--- src/rtl/flounder_pkg.sv ---
// Shared types and constants for the Flounder PS/2 keyboard controller.
package flounder_pkg;

  typedef enum logic [1:0] {
    RX_IDLE,
    RX_DATA,
    RX_PARITY,
    RX_STOP
  } rx_state_e;

  localparam logic [1:0] REG_DATA   = 2'd0;
  localparam logic [1:0] REG_STATUS = 2'd1;
  localparam logic [1:0] REG_CTRL   = 2'd2;

  localparam int ST_OVF     = 7;
  localparam int ST_PAR_ERR = 6;
  localparam int ST_FRM_ERR = 5;
  localparam int ST_FULL    = 4;

  localparam int CTRL_INT_EN = 0;
  localparam int CTRL_RX_EN  = 1;
  localparam logic [1:0] CTRL_RESET = 2'b10;

  // STATUS only has four count bits, so a 16-deep FIFO reports 15 when full.
  function automatic logic [3:0] sat_count4(input logic [7:0] c);
    return (c > 8'd15) ? 4'hF : c[3:0];
  endfunction

endpackage

--- src/rtl/flounder_sync_fifo.sv ---
// Single-clock FIFO with simultaneous push/pop; a push into a full FIFO is
// accepted only when a pop frees a slot in the same cycle.
module flounder_sync_fifo #(
  parameter  int DEPTH = 8,
  parameter  int WIDTH = 8,
  localparam int AW    = $clog2(DEPTH),
  localparam int CW    = $clog2(DEPTH + 1)
) (
  input  logic             clk_i,
  input  logic             rst_i,
  input  logic             push_i,
  input  logic [WIDTH-1:0] din_i,
  input  logic             pop_i,
  output logic [WIDTH-1:0] dout_o,
  output logic             full_o,
  output logic             empty_o,
  output logic [CW-1:0]    count_o,
  output logic [CW-1:0]    count_next_o
);

  logic [WIDTH-1:0] mem_q [DEPTH];
  logic [AW-1:0]    wr_ptr_q, rd_ptr_q;
  logic [CW-1:0]    count_q, count_d;
  logic             do_push, do_pop;

  assign empty_o = (count_q == '0);
  assign full_o  = (count_q == CW'(DEPTH));
  assign do_pop  = pop_i & ~empty_o;
  assign do_push = push_i & (~full_o | do_pop);
  assign count_d = count_q + CW'(do_push) - CW'(do_pop);

  assign dout_o       = mem_q[rd_ptr_q];
  assign count_o      = count_q;
  assign count_next_o = count_d;

  // NOTE: non-blocking assignments in every clocked block so all registers
  // update together from the values sampled at the same edge.
  always_ff @(posedge clk_i) begin
    if (rst_i) begin
      wr_ptr_q <= '0;
      rd_ptr_q <= '0;
      count_q  <= '0;
    end else begin
      if (do_push) wr_ptr_q <= wr_ptr_q + AW'(1);
      if (do_pop)  rd_ptr_q <= rd_ptr_q + AW'(1);
      count_q <= count_d;
    end
  end

  // NOTE: storage is deliberately not reset; empty_o gates every read of it.
  always_ff @(posedge clk_i) begin
    if (do_push) mem_q[wr_ptr_q] <= din_i;
  end

endmodule

--- src/rtl/flounder_kb_ctrl.sv ---
// PS/2 keyboard receiver with scan-code FIFO, level IRQ and a strobe-based
// register port (DATA / STATUS / CTRL).
module flounder_kb_ctrl
  import flounder_pkg::*;
#(
  parameter int FIFO_DEPTH     = 8,
  parameter int SAMPLE_DELAY   = 8,
  parameter int TIMEOUT_CYCLES = 40000
) (
  input  logic       CLK,
  input  logic       RST,
  input  logic       KB_CLK,
  input  logic       KB_DATA,
  input  logic       sel,
  input  logic [1:0] addr,
  input  logic       rd_stb,
  input  logic       wr_stb,
  input  logic [7:0] wdata,
  output logic [7:0] rdata,
  output logic       irq
);

  localparam int CW  = $clog2(FIFO_DEPTH + 1);
  localparam int SDW = $clog2(SAMPLE_DELAY + 1);
  localparam int TOW = $clog2(TIMEOUT_CYCLES + 1);

  logic kbc_s1_q, kbc_s2_q, kbc_prev_q, kbd_s1_q, kbd_s2_q;
  logic busy_q, busy_d;
  logic [SDW-1:0] dly_q, dly_d;
  logic [TOW-1:0] idle_cnt_q, idle_cnt_d;
  rx_state_e state_q, state_d;
  logic [2:0] bit_cnt_q, bit_cnt_d;
  logic [7:0] shift_q, shift_d;
  logic par_q, par_d;
  logic ovf_q, ovf_d, par_err_q, par_err_d, frm_err_q, frm_err_d;
  logic [1:0] ctrl_q, ctrl_d;
  logic irq_q, irq_d;
  logic fall, sample, timeout, rx_en;
  logic push_req, set_ovf, set_par, set_frm;
  logic pop_req, wr_status, wr_ctrl;
  logic [7:0] fifo_head;
  logic fifo_full, fifo_empty;
  logic [CW-1:0] fifo_count, fifo_count_next;
  logic unused_wdata;

  assign unused_wdata = ^wdata[4:2];

  assign fall    = kbc_prev_q & ~kbc_s2_q;
  assign sample  = busy_q && (dly_q == SDW'(SAMPLE_DELAY));
  assign timeout = (state_q != RX_IDLE) && (idle_cnt_q == TOW'(TIMEOUT_CYCLES));
  assign rx_en   = ctrl_q[CTRL_RX_EN];

  // A new falling edge always restarts the sample countdown.
  always_comb begin
    busy_d = busy_q;
    dly_d  = dly_q;
    if (fall) begin
      busy_d = 1'b1;
      dly_d  = SDW'(1);
    end else if (sample) begin
      busy_d = 1'b0;
    end else if (busy_q) begin
      dly_d = dly_q + SDW'(1);
    end
    idle_cnt_d = (state_q == RX_IDLE || fall) ? '0 : idle_cnt_q + TOW'(1);
  end

  always_comb begin
    state_d   = state_q;
    bit_cnt_d = bit_cnt_q;
    shift_d   = shift_q;
    par_d     = par_q;
    push_req  = 1'b0;
    set_par   = 1'b0;
    set_frm   = 1'b0;
    if (!rx_en) begin
      state_d = RX_IDLE;
    end else if (timeout) begin
      state_d = RX_IDLE;
      set_frm = 1'b1;
    end else if (sample) begin
      unique case (state_q)
        RX_IDLE: begin
          if (!kbd_s2_q) begin
            state_d   = RX_DATA;
            bit_cnt_d = 3'd0;
          end else begin
            set_frm = 1'b1;
          end
        end
        RX_DATA: begin
          shift_d   = {kbd_s2_q, shift_q[7:1]};
          bit_cnt_d = bit_cnt_q + 3'd1;
          if (bit_cnt_q == 3'd7) state_d = RX_PARITY;
        end
        RX_PARITY: begin
          par_d   = kbd_s2_q;
          state_d = RX_STOP;
        end
        RX_STOP: begin
          state_d = RX_IDLE;
          if (!kbd_s2_q)              set_frm  = 1'b1;
          else if (^{shift_q, par_q}) push_req = 1'b1;
          else                        set_par  = 1'b1;
        end
        default: state_d = RX_IDLE;
      endcase
    end
  end

  assign pop_req   = sel & rd_stb & (addr == REG_DATA);
  assign wr_status = sel & wr_stb & (addr == REG_STATUS);
  assign wr_ctrl   = sel & wr_stb & (addr == REG_CTRL);
  // A full FIFO still takes the byte when a pop frees a slot in that cycle.
  assign set_ovf   = push_req & fifo_full & ~pop_req;

  always_comb begin
    ovf_d     = set_ovf | (ovf_q     & ~(wr_status & wdata[ST_OVF]));
    par_err_d = set_par | (par_err_q & ~(wr_status & wdata[ST_PAR_ERR]));
    frm_err_d = set_frm | (frm_err_q & ~(wr_status & wdata[ST_FRM_ERR]));
    ctrl_d    = wr_ctrl ? wdata[1:0] : ctrl_q;
    irq_d     = ctrl_d[CTRL_INT_EN] & (fifo_count_next != '0);
  end

  always_ff @(posedge CLK) begin
    if (RST) begin
      kbc_s1_q   <= 1'b1;
      kbc_s2_q   <= 1'b1;
      kbc_prev_q <= 1'b1;
      kbd_s1_q   <= 1'b1;
      kbd_s2_q   <= 1'b1;
      busy_q     <= 1'b0;
      dly_q      <= '0;
      idle_cnt_q <= '0;
      state_q    <= RX_IDLE;
      bit_cnt_q  <= 3'd0;
      shift_q    <= 8'h00;
      par_q      <= 1'b0;
      ovf_q      <= 1'b0;
      par_err_q  <= 1'b0;
      frm_err_q  <= 1'b0;
      ctrl_q     <= CTRL_RESET;
      irq_q      <= 1'b0;
    end else begin
      kbc_s1_q   <= KB_CLK;
      kbc_s2_q   <= kbc_s1_q;
      kbc_prev_q <= kbc_s2_q;
      kbd_s1_q   <= KB_DATA;
      kbd_s2_q   <= kbd_s1_q;
      busy_q     <= busy_d;
      dly_q      <= dly_d;
      idle_cnt_q <= idle_cnt_d;
      state_q    <= state_d;
      bit_cnt_q  <= bit_cnt_d;
      shift_q    <= shift_d;
      par_q      <= par_d;
      ovf_q      <= ovf_d;
      par_err_q  <= par_err_d;
      frm_err_q  <= frm_err_d;
      ctrl_q     <= ctrl_d;
      irq_q      <= irq_d;
    end
  end

  flounder_sync_fifo #(.DEPTH(FIFO_DEPTH), .WIDTH(8)) u_fifo (
    .clk_i        (CLK),
    .rst_i        (RST),
    .push_i       (push_req),
    .din_i        (shift_q),
    .pop_i        (pop_req),
    .dout_o       (fifo_head),
    .full_o       (fifo_full),
    .empty_o      (fifo_empty),
    .count_o      (fifo_count),
    .count_next_o (fifo_count_next)
  );

  always_comb begin
    unique case (addr)
      REG_DATA:   rdata = fifo_empty ? 8'h00 : fifo_head;
      REG_STATUS: rdata = {ovf_q, par_err_q, frm_err_q, fifo_full,
                           sat_count4(8'(fifo_count))};
      REG_CTRL:   rdata = {6'b0, ctrl_q};
      default:    rdata = 8'h00;
    endcase
  end

  assign irq = irq_q;

endmodule

--- config.mk ---
export PLATFORM = sky130hd
export DESIGN_NAME = flounder_kb_ctrl
export DESIGN_NICKNAME = d
export VERILOG_FILES = /design/src/rtl/flounder_pkg.sv /design/src/rtl/flounder_sync_fifo.sv /design/src/rtl/flounder_kb_ctrl.sv
export SDC_FILE = /design/constraint.sdc
export NUM_CORES = 1
export LEC_CHECK = 0
export CAP_MARGIN = 5
export CORE_UTILIZATION = 54
export DETAILED_ROUTE_END_ITERATION = 8
export PLACE_DENSITY = 0.77
export SETUP_SLACK_MARGIN = 0.2
export SLEW_MARGIN = 40
export SYNTH_ARGS = -nofsm -noshare
export SYNTH_HDL_FRONTEND = slang
export SYNTH_SLANG_ARGS = --single-unit
--- constraint.sdc ---
create_clock -name CLK -period 2.62 [get_ports CLK]
set_input_delay 0.524 -clock CLK [delete_from_list [all_inputs] [get_ports CLK]]
set_output_delay 0.524 -clock CLK [all_outputs]
set_load 0.005 [all_outputs]
Word-level counts from Yosys, hierarchy flattened
Memories as Yosys holds them, arrays and structs flattened. A register that Yosys moved wholly into a read port is not among the register bits.
Index checks and enable logic that the tools add are counted.
{"block": "totals", "regBits": 56, "ramBits": 64, "input_bits": 17, "output_inout_bits": 9, "wordCells": 129, "mem_count": 1}
{"block": "classes", "add_sub_neg": 7, "n_eq_ne": 12, "mux": 35, "bitwise": 31, "n_reduce_logical": 21}
{"memory": "u_fifo.mem_q", "words": 8, "width": 8, "read_ports": 1, "rd_ports_with_merged_regs": 1, "wr": 1, "line": "flounder_sync_fifo.sv:21", "rtl": "logic [WIDTH-1:0] mem_q [DEPTH];"}
{"operator": "$mux W1", "n": 25}
{"operator": "$pmux W8 S3", "n": 1}
{"operator": "$and A1 B1 Y1", "n": 17}
{"operator": "$add A16 B1 Y16 const B", "n": 1}
{"operator": "$eq A16 B16 Y1 const B", "n": 1}
{"operator": "$not A1 Y1", "n": 10}
{"operator": "$add A3 B1 Y3 const B", "n": 3}
{"operator": "$mux W3", "n": 3}
{"operator": "$reduce_xor A9 Y1", "n": 1}
{"operator": "$eq A4 B4 Y1 const B", "n": 2}
{"operator": "$mux W8", "n": 1}
{"operator": "$pmux W2 S4", "n": 1}
{"operator": "$reduce_and A4 Y1", "n": 2}
{"operator": "$reduce_bool A2 Y1", "n": 4}
{"operator": "$eq A2 B2 Y1 const B", "n": 3}
{"operator": "$ne A2 B2 Y1 const B", "n": 3}
{"operator": "$pmux W3 S2", "n": 1}
{"operator": "$reduce_and A5 Y1", "n": 1}
{"operator": "$add A4 B1 Y4", "n": 1}
{"operator": "$add A4 B1 Y4 const B", "n": 1}
{"operator": "$eq A2 B1 Y1 const B", "n": 2}
{"operator": "$logic_not A2 Y1", "n": 2}
{"operator": "$logic_not A4 Y1", "n": 1}
{"operator": "$mux W2", "n": 2}
{"operator": "11 further kinds", "n": 17}

Logic depth before layout (Yosys ltp)
Gate-level depths: netlist (run 1).
{"block": "depth", "word_depth": 12, "ltp_mapped": 12}

By module
From an unflattened synthesis (run 1), not the netlist that was laid out.
{"block": "unflattened", "hier_cells": 440, "area_unflattened_um2": 5499.0}
{"module": "flounder_sync_fifo", "n_inst": 1, "cells_per_inst": 187, "area_each_um2": 3203.1, "seq_area_each_um2": 2182.1}
{"module": "flounder_kb_ctrl", "n_inst": 1, "cells_per_inst": 253, "area_each_um2": 2296.0, "seq_area_each_um2": 920.9}

Worst setup path after synthesis (run 1)
Ideal clock, no wire load.
{"block": "synth_timing", "path_kind": "register -> register", "start": "register shift_q[4]", "end": "register irq_q (netlist: irq)", "setup_ns": 0.130, "t_arrival_ns": 2.519, "required_ns": 2.490, "slack_ns": -0.029, "path_stages_with_launch": 11, "path_buffers": 0, "period_less_slack_ns": 2.649, "path_cell_list": "dfxtp_1 > xor2_1 > xnor3_1 > xnor2_2 > nor3_4 > ha_1 > inv_1 > fa_1 > xnor2_1 > nor4b_1 > nor3_1"}
{"block": "synth_via", "elab_chain_len": 12}
{"element": "from (decl)", "line": "flounder_kb_ctrl.sv:33", "rtl": "logic [7:0] shift_q, shift_d;"}
{"element": "from (signal assigned)", "line": "flounder_kb_ctrl.sv:155", "rtl": "shift_q <= shift_d;"}
{"element": "$reduce_xor A9 Y1", "line": "flounder_kb_ctrl.sv:103", "rtl": "else if (^{shift_q, par_q}) push_req = 1'b1;"}
{"element": "$mux W1", "line": "flounder_kb_ctrl.sv:103"}
{"element": "$mux W1", "line": "flounder_kb_ctrl.sv:102", "rtl": "if (!kbd_s2_q) set_frm = 1'b1;"}
{"element": "$mux W1", "line": "flounder_kb_ctrl.sv:82", "rtl": "unique case (state_q)"}
{"element": "$mux W1", "line": "flounder_kb_ctrl.sv:81", "rtl": "end else if (sample) begin"}
{"element": "$mux W1", "line": "flounder_kb_ctrl.sv:78", "rtl": "end else if (timeout) begin"}
{"element": "$mux W1", "line": "flounder_kb_ctrl.sv:76", "rtl": "if (!rx_en) begin"}
{"element": "$and A1 B1 Y1", "line": "flounder_sync_fifo.sv:29", "rtl": "assign do_push = push_i & (~full_o | do_pop);"}
{"element": "named net u_fifo.do_push", "line": "flounder_sync_fifo.sv:24", "rtl": "logic do_push, do_pop;"}
{"element": "$add A4 B1 Y4", "line": "flounder_sync_fifo.sv:30", "rtl": "assign count_d = count_q + CW'(do_push) - CW'(do_pop);"}
{"element": "$sub A4 B1 Y4", "line": "flounder_sync_fifo.sv:30"}
{"element": "$reduce_bool A4 Y1", "line": "flounder_kb_ctrl.sv:122", "rtl": "irq_d = ctrl_d[CTRL_INT_EN] & (fifo_count_next != '0);"}
{"element": "$and A1 B1 Y1", "line": "flounder_kb_ctrl.sv:122"}
{"element": "to (signal assigned)", "line": "flounder_kb_ctrl.sv:161", "rtl": "irq_q <= irq_d;"}
{"element": "to (decl)", "line": "flounder_kb_ctrl.sv:37", "rtl": "logic irq_q, irq_d;"}
The timed path passes the listed nets, and every way through them passes these cells.
A chain may end at the register's enable or synchronous reset.

==> summary.txt, run 1 <==
Yosys
  • Gate Count Post-Synth: 409
  • Netlist Area Pre-Place: approximately 5200 sq um
  • Synth Net Count: 445
  • #FFs+latches synth: 123
  • Ranking of synthesized cells by area: edfxtp_1, dfxtp_1, mux4_2
  • Post-synth cell types: 43
  • EDFF count, synth: 64
  • Commonest cells post-synth: edfxtp_1, dfxtp_1, nor2_1
  • Share of the synthesized area in the top cell type: 36.8%
  • Sequential area share after synthesis: 59.5%
  • Synth async-reset ratio: 0%
  • Most used DFF post-synth: edfxtp_1
  • Post-synthesis average cell area: 12.8 sq um
  • Synth area leader: edfxtp_1
  • Count leader, synth: edfxtp_1
  • Yosys Warn Count: 0

CTS
  • Max Root-Sink Buffers: 2
  • H-tree Lvls: 4
  • Clock latency at the later pin of the worst-skew pair: 0.51 ns
  • Num CTS Buffers: 17
  • Clock root buffer master: clkbuf_8
  • Worst-path clk slew: ~0.060 ns
  • CTS sink cnt: 123
  • CTS tree: done

Finish
  • Net count, final: 530
  • Post-Layout Cell Count: 636
  • Layout cells sized above 1: 31.2%
  • N_diodes: 0
  • Multi-input logic area: ~2100 sq um
  • Fill cells: ~610
  • P&R area growth vs syn: 29.1%
  • FF/Latch Area: between 3000 and 4000 sq um

STA
  • Rel. slew slack: 72.0%
  • Min Tclk post-route: 2.62 ns
  • F_max: 382 MHz
  • Fin crit share: 99.8%
  • Final Slew Violations: 0
  • Setup violators final: 0
  • Worst Clk Skew: 0.00753 ns
  • Slew @ Worst Pin: 0.416 ns
  • Hold Violations, Final: 0
  • RSZ-0062 raised after global routing: true

Placed design
  • DP HPWL: 7140 microns
  • Placed cell count: 589
  • Gpl congestion: 0.839
  • Port-buffer cells: 22

Critical path
  • Crit path arrival time: ~2.1 ns
  • CP Data Required Time: 2.10 ns
  • FF-to-FF setup slack: 0.11 ns
  • Crit Path Max Fanout: 4
  • RR Startpoint: shift_q[6]
  • Reg2Reg Depth: 11
  • Worst R2R End: irq
  • Startpoint Class: flip-flop
  • Critical Path Max Stage Delay: 0.50 ns
  • Critical Path Sink Type: output pin
  • Critical-path top delay cell: mux4_2
  • Critical path cell sequence: buf_6 > mux4_2 > mux2i_1 > nor2_1 > a31oi_1 > a21oi_1 > buf_2
  • Crit path kind: flip-flop to output pin

GRT
  • Global route overflow: 0
  • All-Layer GR Usage: 23.9%
  • Antenna violations before repair: 0
  • First-pass GRT wire length: 17,700 microns
  • Largest net degree at the start of global routing: 39
  • Vias in the first global route: 3,585

Floorplan
  • Starting Density: 56.2%
  • Io pins: 26
  • Rows: 35
  • Die outline height: 100 microns
  • Core ar.: 9280 sq um
  • Die ar.: ~10,000 sq um
  • Die Span X: 100 microns

Power and ir drop
  • Power consumption: between 4000 and 5000 uW
  • Maximum VDD drop: around 0.00054 V
  • Sequential fraction of design power: 43.2%
  • Internal Pwr Total: 3720 uW
  • Leakage: 0.00252 uW
  • Power Dens Cells: 699 nW/um^2
  • Net Sw Frac: roughly a fifth
  • Comb pwr share: 5.9%
  • Clk pwr share: around half
  • NetSw: 992 uW

Detailed routing
  • Number of remaining DRC errors: 0
  • Vias: roughly 3,400
  • 1st-iter DRT viols: between 100 and 150
  • Post-DR wirelength/cell: roughly 17 microns
  • Post-route antenna net violation count: 0
  • Drt pass-1 iters: 4
  • Detail-routed via count per cell: 5.41
  • Total wire length: 10,900 microns

Flow run
  • Max-cap violations: 0

Hold path
  • Hold worst-path end: kbd_s2_q
  • WHS Path Cells: 1
  • Worst hold path type: flip-flop to flip-flop
  • Hold Startpoint: kbd_s1_q

Outcome
  • Status: completed
## kinds of logic after synthesis
| group | count (synthesis) | synth area share, % |
|---|---|---|
| AO/OA/AOI/OAI | 36 | 4.22 |
| XOR/XNOR | 25 | 4.60 |
| buffers and inverters | 29 | 2.13 |
| flip-flops | 123 | 59.5 |
| multiplexers | 40 | 11.5 |
| AND/OR/NAND/NOR | 137 | 13.4 |
| adder cells (fa/ha/maj) | 19 | 4.70 |
## worst max-delay path by stage
stage	start	to	slack, ns
3_5_place_dp	addr[0]	irq	-0.40
4_1_cts	flip-flop	rdata[4]	-0.03
2_1_floorplan	addr[0]	irq	0.07
3_3_place_gp	addr[0]	irq	-0.34
5_1_grt	flip-flop	rdata[4]	-0.09
6_report	flip-flop	rdata[4]	0.004
## stage by stage
stage                     TNS, ns  utilization, %  setup slack [ns]  hold slack (ns)  area [sq um]
after floorplan                 0               -            0.0741            0.389          5250
after global placement      -1.13            63.6            -0.344            0.394          5900
after detailed placement    -4.04            63.6            -0.404            0.404          5900
after CTS                 -0.0356            71.8           -0.0329            0.419          6660
after global routing       -0.248            72.6           -0.0935            0.439          6740
final                           0            72.6           0.00425            0.418          6740
## layout by cell type, fill, tap and decap left out, types with 6 or more instances in the layout
cell type	count
clkbuf_16	16
nand3_1	7
clkdlybuf4s50_1	14
mux4_2	16
xnor2_1	10
inv_1	12
o21ai_1	7
buf_4	45
dfxtp_1	46
mux2i_1	22
ha_1	14
xor2_1	12
buf_6	8
or2_2	6
a21oi_1	13
dfxtp_2	11
nand2b_1	8
o21ai_0	7
nand4_1	9
buf_2	8
nor2_1	45
nand2_1	27
edfxtp_1	64
## routing by layer
layer,wire length (microns),GRT usage (%),share of wire [%],vias up
met1,4650,28.7,43,1672
met5,0,0,0,-
met3,488,6.89,4.5,16
li1,-,-,-,1652
met4,191,10.1,1.7,0
met2,5590,40.3,51,99
## power by group through the flow
stage	combinational [uW]	clock [uW]	sequential [uW]
2_1_floorplan	127	0	2070
3_3_place_gp	218	0	2080
3_5_place_dp	225	0	2080
4_1_cts	268	2420	2040
5_1_grt	303	2530	2040
6_report	277	2400	2040
## layout make-up
type / count / area share, %
flip-flops and latches: 123 / 46.4
multi-input cells: 257 / 31.4
repair buffers: 78 / 9.84
clock buffers: 17 / 6.15
clock inverters: 15 / 2.93
well taps: 129 / 2.40
inverters: 17 / 0.947
## worst max-delay path: cells and delay by family (launching register included)
| family | cells | cell delay [ns] |
|---|---|---|
| compound gates | 2 | 0.20 |
| buf+inv | 2 | 0.25 |
| flops | 1 | 0.41 |
| mux | 2 | 0.66 |
| simple gates | 1 | 0.07 |
## state kept, by name, summed over array words and instances (netlist names), 2 cells and up, named ones only
| name | flops |
|---|---|
| u_fifo.mem_q | 64 |
| idle_cnt_q | 16 |
| shift_q | 8 |
| dly_q | 4 |
| u_fifo.count_o | 4 |
| bit_cnt_q | 3 |
| u_fifo.rd_ptr_q | 3 |
| u_fifo.wr_ptr_q | 3 |
| ctrl_q | 2 |
| state_q | 2 |
## what timing repair did
action | CTS | global route
resized for setup | 64 | 11
hold buffers | 0 | 0
setup endpoints to repair | 10 | 11
buffers inserted | 12 | 3
pin swaps | 17 | 14
(Power assumes the default switching activity.)
==> inputs of run 2 (changes only) <==
PLACE_DENSITY = 0.73   (was 0.77)
==> summary.txt, run 2 (same netlist as run 1, synthesis figures left out) <==
CTS
  • CTS tree: done
  • Clock root buffer master: clkbuf_8
  • Num CTS Buffers: 17
  • CTS sink cnt: 123
  • H-tree Lvls: 4
  • Max Root-Sink Buffers: 2
  • Worst-path clk slew: 0.06 ns
  • Clock latency at the later pin of the worst-skew pair: 0.51 ns

Critical path
  • FF-to-FF setup slack: 0.15 ns
  • Critical-path top delay cell: mux4_2
  • Critical Path Max Stage Delay: 0.52 ns
  • Worst path bufs/invs: 2
  • Crit path arrival time: 2.17 ns
  • Crit path kind: flip-flop to output pin
  • Worst path top cell family by delay: multiplexers
  • CP Data Required Time: around 2.1 ns
  • Crit Path Max Fanout: 4
  • Critical path cell sequence: buf_6 > mux4_2 > mux2i_1 > nor2_1 > a31oi_1 > a21oi_1 > buf_2
  • Critical Path Sink Type: output pin
  • Startpoint Class: flip-flop

STA
  • RSZ-0062 raised after global routing: true
  • Min Tclk post-route: 2.70 ns
  • F_max: 371 MHz
  • Setup violators final: 5
  • Slew @ Worst Pin: between 0.5 and 0.6 ns
  • Min setup slack post-route: -0.0787 ns
  • Post-Route Setup TNS: -0.138 ns
  • Fin crit share: 103%
  • Hold Violations, Final: 0
  • Final Slew Violations: 0
  • WHS: 0.411 ns
  • Worst Clk Skew: 0.00969 ns
  • Rel. slew slack: 61.9%

GRT
  • All-Layer GR Usage: 23.2%
  • Largest net degree at the start of global routing: 39
  • First-pass GRT wire length: 17,200 microns
  • Antenna violations before repair: 0
  • Vias in the first global route: 3,510
  • Global route overflow: 0

Detailed routing
  • Post-route antenna net violation count: 0
  • Detail-routed via count per cell: 5.34
  • Drt pass-1 iters: 7
  • Post-DR wirelength/cell: around 17 microns
  • Vias: 3,386
  • Total wire length: 10,600 microns
  • 1st-iter DRT viols: ~180
  • Number of remaining DRC errors: 0

Finish
  • Multi-input logic area: 2110 sq um
  • Leading cell types in the layout, fill and taps excluded: edfxtp_1, buf_4, dfxtp_1
  • P&R area growth vs syn: 27.4%
  • Layout cells sized above 1: 31.1%
  • Fill cells: 648
  • N_diodes: 0
  • Largest register by flop count: u_fifo.mem_q
  • Biggest regs: u_fifo.mem_q (64), idle_cnt_q (16), shift_q (8)
  • Max reg flops: 64
  • FF/Latch Area: 3120 sq um
  • Net count, final: roughly 530
  • Commonest non-fill, non-tap cell in the layout: edfxtp_1

Placed design
  • DP HPWL: 7190 microns
  • Port-buffer cells: 22
  • Gpl congestion: 0.846

Floorplan
  • Core ar.: 9280 sq um
  • Starting Density: 56.2%
  • Die Span X: between 100 and 150 microns
  • Rows: 35
  • Io pins: 26
  • Die outline height: 100 microns
  • Die ar.: 10,100 sq um

Outcome
  • Failing checks: setup timing
  • Status: finished, violations left

Power and ir drop
  • Power Dens Cells: 672 nW/um^2
  • Leakage: around 0.0025 uW
  • Maximum VDD drop: between 0.0004 and 0.0005 V

Flow run
  • Max-cap violations: 0

Hold path
  • Worst hold path type: flip-flop to flip-flop
## run 2: cell count changes in the layout (fill, tap and decap cells not counted), sizes merged
cell,previous run,this run
inv,19,24
dlygate4sd2,0,2
buf,64,59
bufinv,4,0
clkinv,7,3
clkinvlp,2,3
clkbuf,17,20
## run 2: area by class of cell
class / count / area share, %
Tap cell: 129 / 2.43
Multi-Input combinational cell: 257 / 31.7
Timing Repair Buffer: 76 / 9.45
Inverter: 17 / 0.960
Clock inverter: 13 / 1.51
Sequential cell: 123 / 47.0
Clock buffer: 19 / 6.98
## run 2: report_power, final
group / switching (uW) / total [uW] / internal [uW]
registers: 12.2 / 2040 / 2020
logic: 126 / 273 / 147
clock network: 871 / 2160 / 1290
## run 2: worst reg2reg max path: stages (launching register included)
cell     delay [ns]
dfxtp_2        0.33
xnor2_2        0.14
xnor3_1        0.44
xnor2_2        0.29
nor3_4         0.06
ha_2           0.19
buf_4          0.13
a21o_1         0.15
a21oi_2        0.16
xor2_2         0.10
nor4b_2        0.29
nor3_1         0.07
## run 2: stage by stage
step | utilization [%] | area [sq um] | total power (uW) | instances | worst slack [ns]
6_report | 71.6 | 6650 | 4470 | 634 | -0.0787
4_1_cts | 71.1 | 6600 | 4490 | 632 | -0.114
5_1_grt | 71.6 | 6650 | 4620 | 634 | -0.137
3_5_place_dp | 63.8 | 5930 | 2310 | 592 | -0.421
3_3_place_gp | 63.8 | 5930 | 2300 | 592 | -0.352
2_1_floorplan | - | 5250 | 2200 | 409 | 0.0741
## run 2: metal layers
layer	GRT usage (%)	routed length, microns	up-vias
li1	-	-	1637
met1	27.4	4440	1652
met2	41.3	5560	85
met3	4.67	437	12
met4	9.36	150	0
met5	0	0	-
## run 2: path summary, 6_finish.rpt
check,startpoint,endpoint,depth (start not counted)
setup / recovery,flip-flop,rdata[4],7
hold / removal,kbd_s1_q,kbd_s2_q,1
setup reg to reg,shift_q[5],irq,11
hold reg to reg,kbd_s1_q,kbd_s2_q,1
## run 2: timing repair
| item | in CTS | in global routing |
|---|---|---|
| hold buffers | 0 | 0 |
| resized for setup | 45 | 15 |
| buffers inserted | 8 | 2 |
| setup endpoints to repair | 9 | 11 |
| pin swaps | 11 | 10 |
